`src/rtl/dmem_pkg.sv`:
```
// rtl/dmem_pkg.sv - funct3 codes, access sizes, pipeline stage type and lane helpers for dmem_lsu
package dmem_pkg;

  localparam logic [2:0] F3_B  = 3'b000;
  localparam logic [2:0] F3_H  = 3'b001;
  localparam logic [2:0] F3_W  = 3'b010;
  localparam logic [2:0] F3_BU = 3'b100;
  localparam logic [2:0] F3_HU = 3'b101;

  typedef enum logic [1:0] {SZ_BYTE, SZ_HALF, SZ_WORD, SZ_ILL} size_e;

  typedef struct packed {
    logic        valid;
    logic [2:0]  funct3;
    logic [1:0]  off;
    logic        we;
    logic        fault;
    logic [31:0] word;
  } stage_t;

  // Unsigned variants only exist for loads; stores with those codes are illegal.
  function automatic size_e access_size(input logic we, input logic [2:0] funct3);
    size_e sz;
    case (funct3)
      F3_B:    sz = SZ_BYTE;
      F3_H:    sz = SZ_HALF;
      F3_W:    sz = SZ_WORD;
      F3_BU:   sz = we ? SZ_ILL : SZ_BYTE;
      F3_HU:   sz = we ? SZ_ILL : SZ_HALF;
      default: sz = SZ_ILL;
    endcase
    return sz;
  endfunction

  function automatic logic is_aligned(input size_e sz, input logic [1:0] off);
    logic ok;
    case (sz)
      SZ_BYTE: ok = 1'b1;
      SZ_HALF: ok = !off[0];
      SZ_WORD: ok = (off == 2'b00);
      default: ok = 1'b0;
    endcase
    return ok;
  endfunction

  function automatic logic [3:0] lane_mask(input size_e sz, input logic [1:0] off);
    logic [3:0] m;
    case (sz)
      SZ_BYTE: m = 4'b0001 << off;
      SZ_HALF: m = 4'b0011 << off;
      SZ_WORD: m = 4'b1111;
      default: m = 4'b0000;
    endcase
    return m;
  endfunction

endpackage

```
`src/rtl/dmem_lsu_if.sv`:
```
// rtl/dmem_lsu_if.sv - request/response handshake bundle between the MEM stage and dmem_lsu
interface dmem_lsu_if #(
  parameter int ADDR_W = 32
) ();
  logic              req_valid;
  logic              req_ready;
  logic              req_we;
  logic [2:0]        req_funct3;
  logic [ADDR_W-1:0] req_addr;
  logic [31:0]       req_wdata;
  logic              rsp_valid;
  logic              rsp_ready;
  logic [31:0]       rsp_rdata;
  logic              rsp_fault;

  modport master (
    output req_valid, req_we, req_funct3, req_addr, req_wdata, rsp_ready,
    input  req_ready, rsp_valid, rsp_rdata, rsp_fault
  );

  modport slave (
    input  req_valid, req_we, req_funct3, req_addr, req_wdata, rsp_ready,
    output req_ready, rsp_valid, rsp_rdata, rsp_fault
  );
endinterface

```
`src/rtl/dmem_fmt.sv`:
```
// rtl/dmem_fmt.sv - load lane extraction with sign/zero extension on the last response stage
module dmem_fmt
  import dmem_pkg::*;
(
  input  logic [2:0]  funct3,
  input  logic [1:0]  off,
  input  logic [31:0] word,
  input  logic        kill,
  output logic [31:0] rdata
);
  logic [31:0] sh;

  always_comb begin
    sh    = word >> {off, 3'b000};
    rdata = '0;
    if (!kill) begin
      case (funct3)
        F3_B:    rdata = {{24{sh[7]}}, sh[7:0]};
        F3_H:    rdata = {{16{sh[15]}}, sh[15:0]};
        F3_W:    rdata = sh;
        F3_BU:   rdata = {24'h0, sh[7:0]};
        F3_HU:   rdata = {16'h0, sh[15:0]};
        default: rdata = '0;
      endcase
    end
  end
endmodule

```
`src/rtl/dmem_lsu.sv`:
```
// rtl/dmem_lsu.sv - RV32I data memory with load/store formatting, fault checks and post-reset clear
module dmem_lsu
  import dmem_pkg::*;
#(
  parameter int DEPTH   = 128,
  parameter int ADDR_W  = 32,
  parameter int LATENCY = 1
) (
  input  logic       clk,
  input  logic       rst,
  dmem_lsu_if.slave  bus,
  output logic       init_done
);
  localparam int IDX_W = $clog2(DEPTH);

  typedef enum logic {ST_CLEAR, ST_RUN} state_e;

  state_e            state_q, state_d;
  logic [IDX_W-1:0]  cnt_q, cnt_d;
  stage_t            stage_q [LATENCY];
  stage_t            stage_d [LATENCY];
  logic [31:0]       mem_q [DEPTH];

  logic              mem_we;
  logic [IDX_W-1:0]  mem_idx;
  logic [31:0]       mem_wdata;

  logic [ADDR_W-1:0] addr;
  logic [IDX_W-1:0]  idx;
  logic [1:0]        off;
  size_e             sz;
  logic              fault, stall, ready, accept;
  logic [3:0]        mask;
  logic [31:0]       rd_word, wsh, merged;

  assign addr  = bus.req_addr;
  assign idx   = addr[IDX_W+1:2];
  assign off   = addr[1:0];
  assign sz    = access_size(bus.req_we, bus.req_funct3);
  // Any address bit above the word index makes the access out of range.
  assign fault = !is_aligned(sz, off) || (|(addr >> (IDX_W + 2)));
  assign mask  = lane_mask(sz, off);

  assign stall  = stage_q[LATENCY-1].valid && !bus.rsp_ready;
  assign ready  = (state_q == ST_RUN) && !stall;
  assign accept = bus.req_valid && ready;

  assign rd_word = mem_q[idx];
  assign wsh     = bus.req_wdata << {off, 3'b000};

  always_comb begin
    merged = rd_word;
    for (int b = 0; b < 4; b++) begin
      if (mask[b]) merged[8*b +: 8] = wsh[8*b +: 8];
    end
  end

  always_comb begin
    state_d   = state_q;
    cnt_d     = cnt_q;
    mem_we    = 1'b0;
    mem_idx   = idx;
    mem_wdata = merged;
    stage_d   = stage_q;

    if (state_q == ST_CLEAR) begin
      mem_we    = 1'b1;
      mem_idx   = cnt_q;
      mem_wdata = '0;
      cnt_d     = cnt_q + IDX_W'(1);
      if (cnt_q == IDX_W'(DEPTH - 1)) state_d = ST_RUN;
    end else if (accept && bus.req_we && !fault && !rst) begin
      mem_we = 1'b1;
    end

    // A stalled response freezes the whole pipe, bubbles included.
    if (!stall) begin
      for (int i = LATENCY - 1; i > 0; i--) stage_d[i] = stage_q[i-1];
      stage_d[0] = '0;
      if (accept) begin
        stage_d[0].valid  = 1'b1;
        stage_d[0].funct3 = bus.req_funct3;
        stage_d[0].off    = off;
        stage_d[0].we     = bus.req_we;
        stage_d[0].fault  = fault;
        stage_d[0].word   = rd_word;
      end
    end
  end

  always_ff @(posedge clk) begin
    if (rst) begin
      state_q <= ST_CLEAR;
      cnt_q   <= '0;
      for (int i = 0; i < LATENCY; i++) stage_q[i] <= '0;
    end else begin
      state_q <= state_d;
      cnt_q   <= cnt_d;
      stage_q <= stage_d;
    end
  end

  always_ff @(posedge clk) begin
    if (mem_we) mem_q[mem_idx] <= mem_wdata;
  end

  dmem_fmt u_fmt (
    .funct3 (stage_q[LATENCY-1].funct3),
    .off    (stage_q[LATENCY-1].off),
    .word   (stage_q[LATENCY-1].word),
    .kill   (stage_q[LATENCY-1].we || stage_q[LATENCY-1].fault),
    .rdata  (bus.rsp_rdata)
  );

  assign bus.req_ready = ready;
  assign bus.rsp_valid = stage_q[LATENCY-1].valid;
  assign bus.rsp_fault = stage_q[LATENCY-1].fault;
  assign init_done     = (state_q == ST_RUN);
endmodule

```
`src/flat_wrapper.sv`:
```
// flat-port wrapper written by rule: the top's interface ports become plain ports
module dmem_lsu_flat import dmem_pkg::*;
#(
  parameter int DEPTH   = 128,
  parameter int ADDR_W  = 32,
  parameter int LATENCY = 1
)
  (clk, rst, init_done, bus_req_valid, bus_req_we, bus_req_funct3, bus_req_addr, bus_req_wdata, bus_rsp_ready, bus_req_ready, bus_rsp_valid, bus_rsp_rdata, bus_rsp_fault);
  dmem_lsu_if #(.ADDR_W(ADDR_W)) bus_i ();
  input  logic clk;
  input  logic rst;
  output logic init_done;
  input wire logic [$bits(bus_i.req_valid)-1:0] bus_req_valid;
  input wire logic [$bits(bus_i.req_we)-1:0] bus_req_we;
  input wire logic [$bits(bus_i.req_funct3)-1:0] bus_req_funct3;
  input wire logic [$bits(bus_i.req_addr)-1:0] bus_req_addr;
  input wire logic [$bits(bus_i.req_wdata)-1:0] bus_req_wdata;
  input wire logic [$bits(bus_i.rsp_ready)-1:0] bus_rsp_ready;
  output wire logic [$bits(bus_i.req_ready)-1:0] bus_req_ready;
  output wire logic [$bits(bus_i.rsp_valid)-1:0] bus_rsp_valid;
  output wire logic [$bits(bus_i.rsp_rdata)-1:0] bus_rsp_rdata;
  output wire logic [$bits(bus_i.rsp_fault)-1:0] bus_rsp_fault;
  assign bus_i.req_valid = bus_req_valid;
  assign bus_i.req_we = bus_req_we;
  assign bus_i.req_funct3 = bus_req_funct3;
  assign bus_i.req_addr = bus_req_addr;
  assign bus_i.req_wdata = bus_req_wdata;
  assign bus_i.rsp_ready = bus_rsp_ready;
  assign bus_req_ready = bus_i.req_ready;
  assign bus_rsp_valid = bus_i.rsp_valid;
  assign bus_rsp_rdata = bus_i.rsp_rdata;
  assign bus_rsp_fault = bus_i.rsp_fault;
  dmem_lsu #(.DEPTH(DEPTH), .ADDR_W(ADDR_W), .LATENCY(LATENCY)) u_core (.clk(clk), .rst(rst), .bus(bus_i), .init_done(init_done));
endmodule
```
`config.mk`:
```
export PLATFORM = sky130hd
export DESIGN_NAME = dmem_lsu_flat
export DESIGN_NICKNAME = d
export VERILOG_FILES = /design/src/rtl/dmem_pkg.sv /design/src/rtl/dmem_lsu_if.sv /design/src/rtl/dmem_fmt.sv /design/src/rtl/dmem_lsu.sv /design/src/flat_wrapper.sv
export SDC_FILE = /design/constraint.sdc
export NUM_CORES = 2
export LEC_CHECK = 0
export CAP_MARGIN = 40
export CORE_MARGIN = 2
export CORE_UTILIZATION = 45
export CTS_CLUSTER_SIZE = 8
export DETAILED_ROUTE_END_ITERATION = 10
export DONT_BUFFER_PORTS = 1
export GPL_ROUTABILITY_DRIVEN = 1
export HOLD_SLACK_MARGIN = 0.05
export PLACE_DENSITY = 0.65
export RECOVER_POWER = 100
export SETUP_SLACK_MARGIN = 0.1
export SLEW_MARGIN = 40
export SYNTH_ARGS = -nofsm -noshare
export SYNTH_HDL_FRONTEND = slang
export SYNTH_SLANG_ARGS = --single-unit
```
`constraint.sdc`:
```
create_clock -name clk -period 13.14 [get_ports clk]
set_input_delay 2.628 -clock clk [delete_from_list [all_inputs] [get_ports clk]]
set_output_delay 2.628 -clock clk [all_outputs]
set_load 0.02 [all_outputs]
```
Word level (Yosys, flattened, before mapping)
Memory sizes are Yosys's and may differ from the RTL's.
Index checks and enable logic that the tools add are counted.
{"block": "word_totals", "reg_bits": 48, "ramBits": 4096, "n_memories": 1}
{"name": "u_core.mem_q", "depth": 128, "width": 32, "read_ports": 1, "rd_clocked_by_memory_dff": 0, "write_ports": 1, "line_no": "dmem_lsu.sv:22", "source": "logic [31:0] mem_q [DEPTH];"}
{"block": "classes", "add_sub_neg": 1, "n_eq_ne": 11, "shift": 4, "n_mux": 20, "reduce_logical": 19}
{"operator": "$pmux 32 s5", "count": 1}
{"operator": "$mux 32", "count": 2}
{"operator": "$mux 40", "count": 1}
{"operator": "$mux 8", "count": 4}
{"operator": "$shl 32x5->32", "count": 1}
{"operator": "$shr 32x5->32", "count": 1}
{"operator": "$reduce_or 23->1", "count": 1}
{"operator": "$eq 3x3->1 const B", "count": 4}
{"operator": "$pmux 4 s3", "count": 1}
{"operator": "$pmux 2 s5", "count": 1}
{"operator": "$add 7x1->7 const B", "count": 1}
{"operator": "$eq 7x7->1 const B", "count": 1}
{"operator": "$mux 7", "count": 1}
{"operator": "$eq 3x1->1 const B", "count": 2}
{"operator": "$eq 3x2->1 const B", "count": 2}
{"operator": "$logic_and 1x1->1", "count": 6}
{"operator": "$logic_not 1->1", "count": 6}
{"operator": "$logic_not 3->1", "count": 2}
{"operator": "$mux 1", "count": 6}
{"operator": "$logic_not 2->1", "count": 2}
{"operator": "$mux 2", "count": 2}
{"operator": "$shl 1x2->4 const A", "count": 1}
{"operator": "$shl 2x2->4 const A", "count": 1}
{"operator": "$pmux 1 s3", "count": 1}
{"operator": "3 further kinds", "count": 4}

Longest topological paths before layout
{"block": "logic_depth", "word_depth": 13, "mapped_depth": 13, "mapped_depth_nobuf": 7}

Cells and area by module
From an unflattened synthesis, not the netlist that was laid out.
{"block": "hier_totals", "cells_unflattened": 7655, "area_unflattened_um2": 160869.3}
{"module": "dmem_lsu", "instances": 1, "cells_per_inst": 7547, "area_per_inst_um2": 160073.5, "seq_area_each_um2": 123958.9}
{"module": "dmem_fmt", "instances": 1, "cells_per_inst": 108, "area_per_inst_um2": 795.8, "seq_area_each_um2": 0.0}

Worst setup path before layout
No wires, ideal clock.
{"block": "synth_timing", "kind": "input -> register", "startpoint": "input bus_req_addr[2]", "endpoint": "memory u_core.mem_q[0][31] (data pin)", "arrival_time_ns": 9.597, "setup_slack_ns": 2.304, "stages": 12, "n_path_buf": 6, "cell_sequence": "buf_4 > buf_8 > buf_8 > buf_6 > buf_6 > buf_6 > mux2i_1 > o221ai_1 > a21oi_1 > a221oi_1 > nor4_1 > o32ai_1"}
{"block": "synth_between", "elab_chain_len": 3}
{"element": "start: declaration", "line_no": "flat_wrapper.sv:16", "source": "input wire logic [$bits(bus_i.req_addr)-1:0] bus_req_addr;"}
{"element": "$mem_v2 128x32"}
{"element": "$mux 8", "line_no": "dmem_lsu.sv:54", "source": "if (mask[b]) merged[8*b +: 8] = wsh[8*b +: 8];"}
{"element": "$mux 32", "line_no": "dmem_lsu.sv:66", "source": "if (state_q == ST_CLEAR) begin"}
{"element": "named net u_core.mem_wdata[31]", "line_no": "dmem_lsu.sv:26", "source": "logic [31:0] mem_wdata;"}
{"element": "end: declaration", "line_no": "dmem_lsu.sv:22"}
The timed path passes the listed nets, and every way through them passes these cells.

Worst setup path in the final report
{"block": "layout_timing", "startpoint": "input bus_req_addr[3]", "endpoint": "memory u_core.mem_q[37][30] (data pin)"}
The elaborated chain is that of the path after synthesis.

==> metrics.txt <==
EDFF count, synth 4096; DIE AREA around 360000 sq um; row cnt around 220; part of the power in registers between 40% and 50%; GRT Overall Usage 26.2%; CTS Sinks 4144; Yosys cell types 80; outcome complete, but fails checks; Die W 602 um; Fin Hold WS 473 ps; vias in the first global route 85200; Psw between 6 and 7 mW; Worst-Skew Late Latency ~950 ps; Tmin final 10880 ps; largest net degree at the start of global routing between 200 and 300; post-CTS setup buffers 0; root buffer cell clkbuf_16; gr ovfl total 0; Clk pin slew, worst setup/hold paths 50 ps; area leader, netlist edfxtp_1; WP data required roughly 14000 ps; placed instance area 169000 sq um; number of routed nets with antenna violations 0; area grow syn2layout 14.8%; async set or reset register ratio after synthesis 0%; commonest cells after routing, fill and taps aside edfxtp_1 (4096), mux4_2 (828), clkbuf_16 (606); Clock Power Share 46.5%; Max clock buf depth 4; core area 356000 sq um; Power Density 157 nW/um^2; worst-path fanout max 130; CTS tree yes; Final HPWL DP ~260000 um; internal power ~23 mW; Synth Net Count 7834; critical path's largest stage delay 2960 ps; Num CTS Buffers 592; detail-routed via count per cell 6.52; Max Cap Violations 163; Max stage delay cell, worst path clkbuf_2; fraction of layout cells with a size suffix above 1 22.8%; Tcrit/Tclk final 82.8%; CTS-repair resized insts 0; Comb pwr share 4.0%; post-synthesis cell area 161000 sq um; Peak VDD IR ~0.12 mV; final instance area 185000 sq um; min-delay worst type reg2reg; crit path cell chain buf_16 -> buf_16 -> clkbuf_2 -> or3_1 -> o22ai_1 -> a2111oi_0 -> buf_4 -> a311oi_1 -> nor4_1 -> clkbuf_1 -> o31ai_1 -> clkbuf_1 -> buf_12; max_slew headroom -183%; top_reg_cell synth edfxtp_1; PortBufs 0; clock skew 59.3 ps; Mapped Avg Cell Area a little over 20 sq um; # hold bufs at CTS 0; routability cong. 0.885; initial antenna violation count 27; switching share of total power 20.8%; commonest non-fill, non-tap cell in the layout edfxtp_1; I/O pin count 108; register area share after synthesis about 77%; Seq cells post-synth around 4100; Post-Syn Instances 7761; Leak 61.0 nW; vias 86100; number of synthesis warnings 0; initial core utilization between 40% and 50%; first-pass detailed-route iteration total 10; Sum Neg Setup Slack 0 ps; CP Capture Type flip-flop; Remaining DRCs 30; critical path type in2reg; Max Slew Vio Count 4364; number of DRC markers in iteration 0 13400; final setup fails 0; failing checks design-rule violations, max-capacitance violations, max-slew violations; CP startpoint kind input pin; H-tree depth 6; top-area cell type share of the netlist area 76.5%; synth top area cells edfxtp_1 (77%), mux4_2 (12%), mux2i_1 (2.6%), nand2_1 (0.84%), o22ai_1 (0.64%); f_max 91.9 MHz; Arr. time, crit path between 10000 and 15000 ps; Final Hold Fails 0; WL per Instance 36.4 um; fin nets 8347; Die Height 602 um; unrepaired setup endpoints after global routing no; Worst-Margin Slew 4250 ps; first-pass GRT wire length 665000 um; drt total wl 481000 um
==> flip-flops by register name, indices dropped and copies added (netlist names) <==
name	flops
u_core.mem_q	4096
u_core.stage_q	38
u_core.cnt_q	7
u_core.init_done	1
u_core.bus.rsp_valid	1
u_core.bus.rsp_fault	1
==> final timing paths <==
kind	cells past startpoint	endpoint	from	slack (ps)
max	13	u_core.mem_q[37][30]$_DFFE_PP_	bus_req_addr[3]	2260
min	1	u_core.stage_q[33]$_SDFFE_PP0N_	u_core.stage_q[33]$_SDFFE_PP0N_	470
max reg2reg	8	u_core.mem_q[91][28]$_DFFE_PP_	u_core.init_done$_SDFF_PP0_	3050
min reg2reg	1	u_core.stage_q[33]$_SDFFE_PP0N_	u_core.stage_q[33]$_SDFFE_PP0N_	470
==> cells by family after synthesis <==
group           Yosys count  share of synthesized area, %
xor+xnor                  5                        0.0273
simple gates            882                          2.45
flops                  4144                          77.1
mux                    1309                          14.6
fa+ha+maj                 1                       0.00778
compound gates          954                          4.16
buf+inv                 466                          1.58
==> Yosys cell counts (11+ instances only) <==
| cell type | n |
|---|---|
| mux2i_1 | 419 |
| a2bb2oi_1 | 12 |
| a2111oi_0 | 12 |
| o31ai_1 | 21 |
| nand3_1 | 67 |
| buf_1 | 24 |
| inv_1 | 11 |
| nand2_1 | 360 |
| clkbuf_1 | 164 |
| a221oi_1 | 49 |
| buf_2 | 141 |
| o211ai_1 | 25 |
| a211o_1 | 23 |
| mux2_2 | 62 |
| buf_6 | 34 |
| mux4_2 | 828 |
| a31oi_1 | 14 |
| buf_4 | 87 |
| o21ai_0 | 104 |
| a22oi_1 | 114 |
| o221ai_1 | 87 |
| nand4_1 | 11 |
| nor3_1 | 54 |
| dfxtp_1 | 48 |
| o22a_1 | 21 |
| nor2_1 | 248 |
| o22ai_1 | 164 |
| a22o_1 | 18 |
| o2bb2ai_1 | 12 |
| and2_1 | 14 |
| a21oi_1 | 163 |
| nor4_1 | 37 |
| nor2b_1 | 23 |
| a211oi_1 | 46 |
| edfxtp_1 | 4096 |
==> worst max-delay path: cells and delay by family <==
kind	cells	cell delay, ps
compound gates	4	1280
buf+inv	7	5520
simple gates	2	1370
==> through the flow <==
step,setup slack [ps],util [%],std cells,power (mW)
6_report,2260,51.9,13200,29.1
5_1_grt,2220,51.9,13200,29.7
4_1_cts,4400,52.2,13200,29.2
3_5_place_dp,3430,47.6,12400,15.8
3_3_place_gp,3540,47.3,12400,15.7
2_1_floorplan,2300,-,7761,15.3
==> power by group through the flow <==
stage	Combinational, mW	Clock, mW	Sequential, mW
after floorplan	0.711	0	14.6
after global placement	1.05	0	14.6
after detailed placement	1.15	0	14.6
after CTS	1.15	13.6	14.4
after global routing	1.19	14.2	14.4
final	1.16	13.5	14.4
==> layout make-up <==
type                    instances  area (sq um)
well taps                    4751          5940
repair buffers                372          2960
flip-flops and latches       4144        124000
fillers                     27400        171000
multi-input cells            3151         35500
clock inverters                42           546
diodes                         28          70.1
clock buffers                 700         15500
inverters                      13          57.6
==> routing by layer <==
layer / global-route usage (%) / up-vias / wire length [um]
met5: 0 / - / 376
met3: 7.42 / 1091 / 60000
met4: 11.7 / 8 / 24300
met1: 34.9 / 45700 / 176000
met2: 40.2 / 5756 / 220000
li1: - / 33500 / -
No activity file was read; power rests on OpenSTA's default activity.
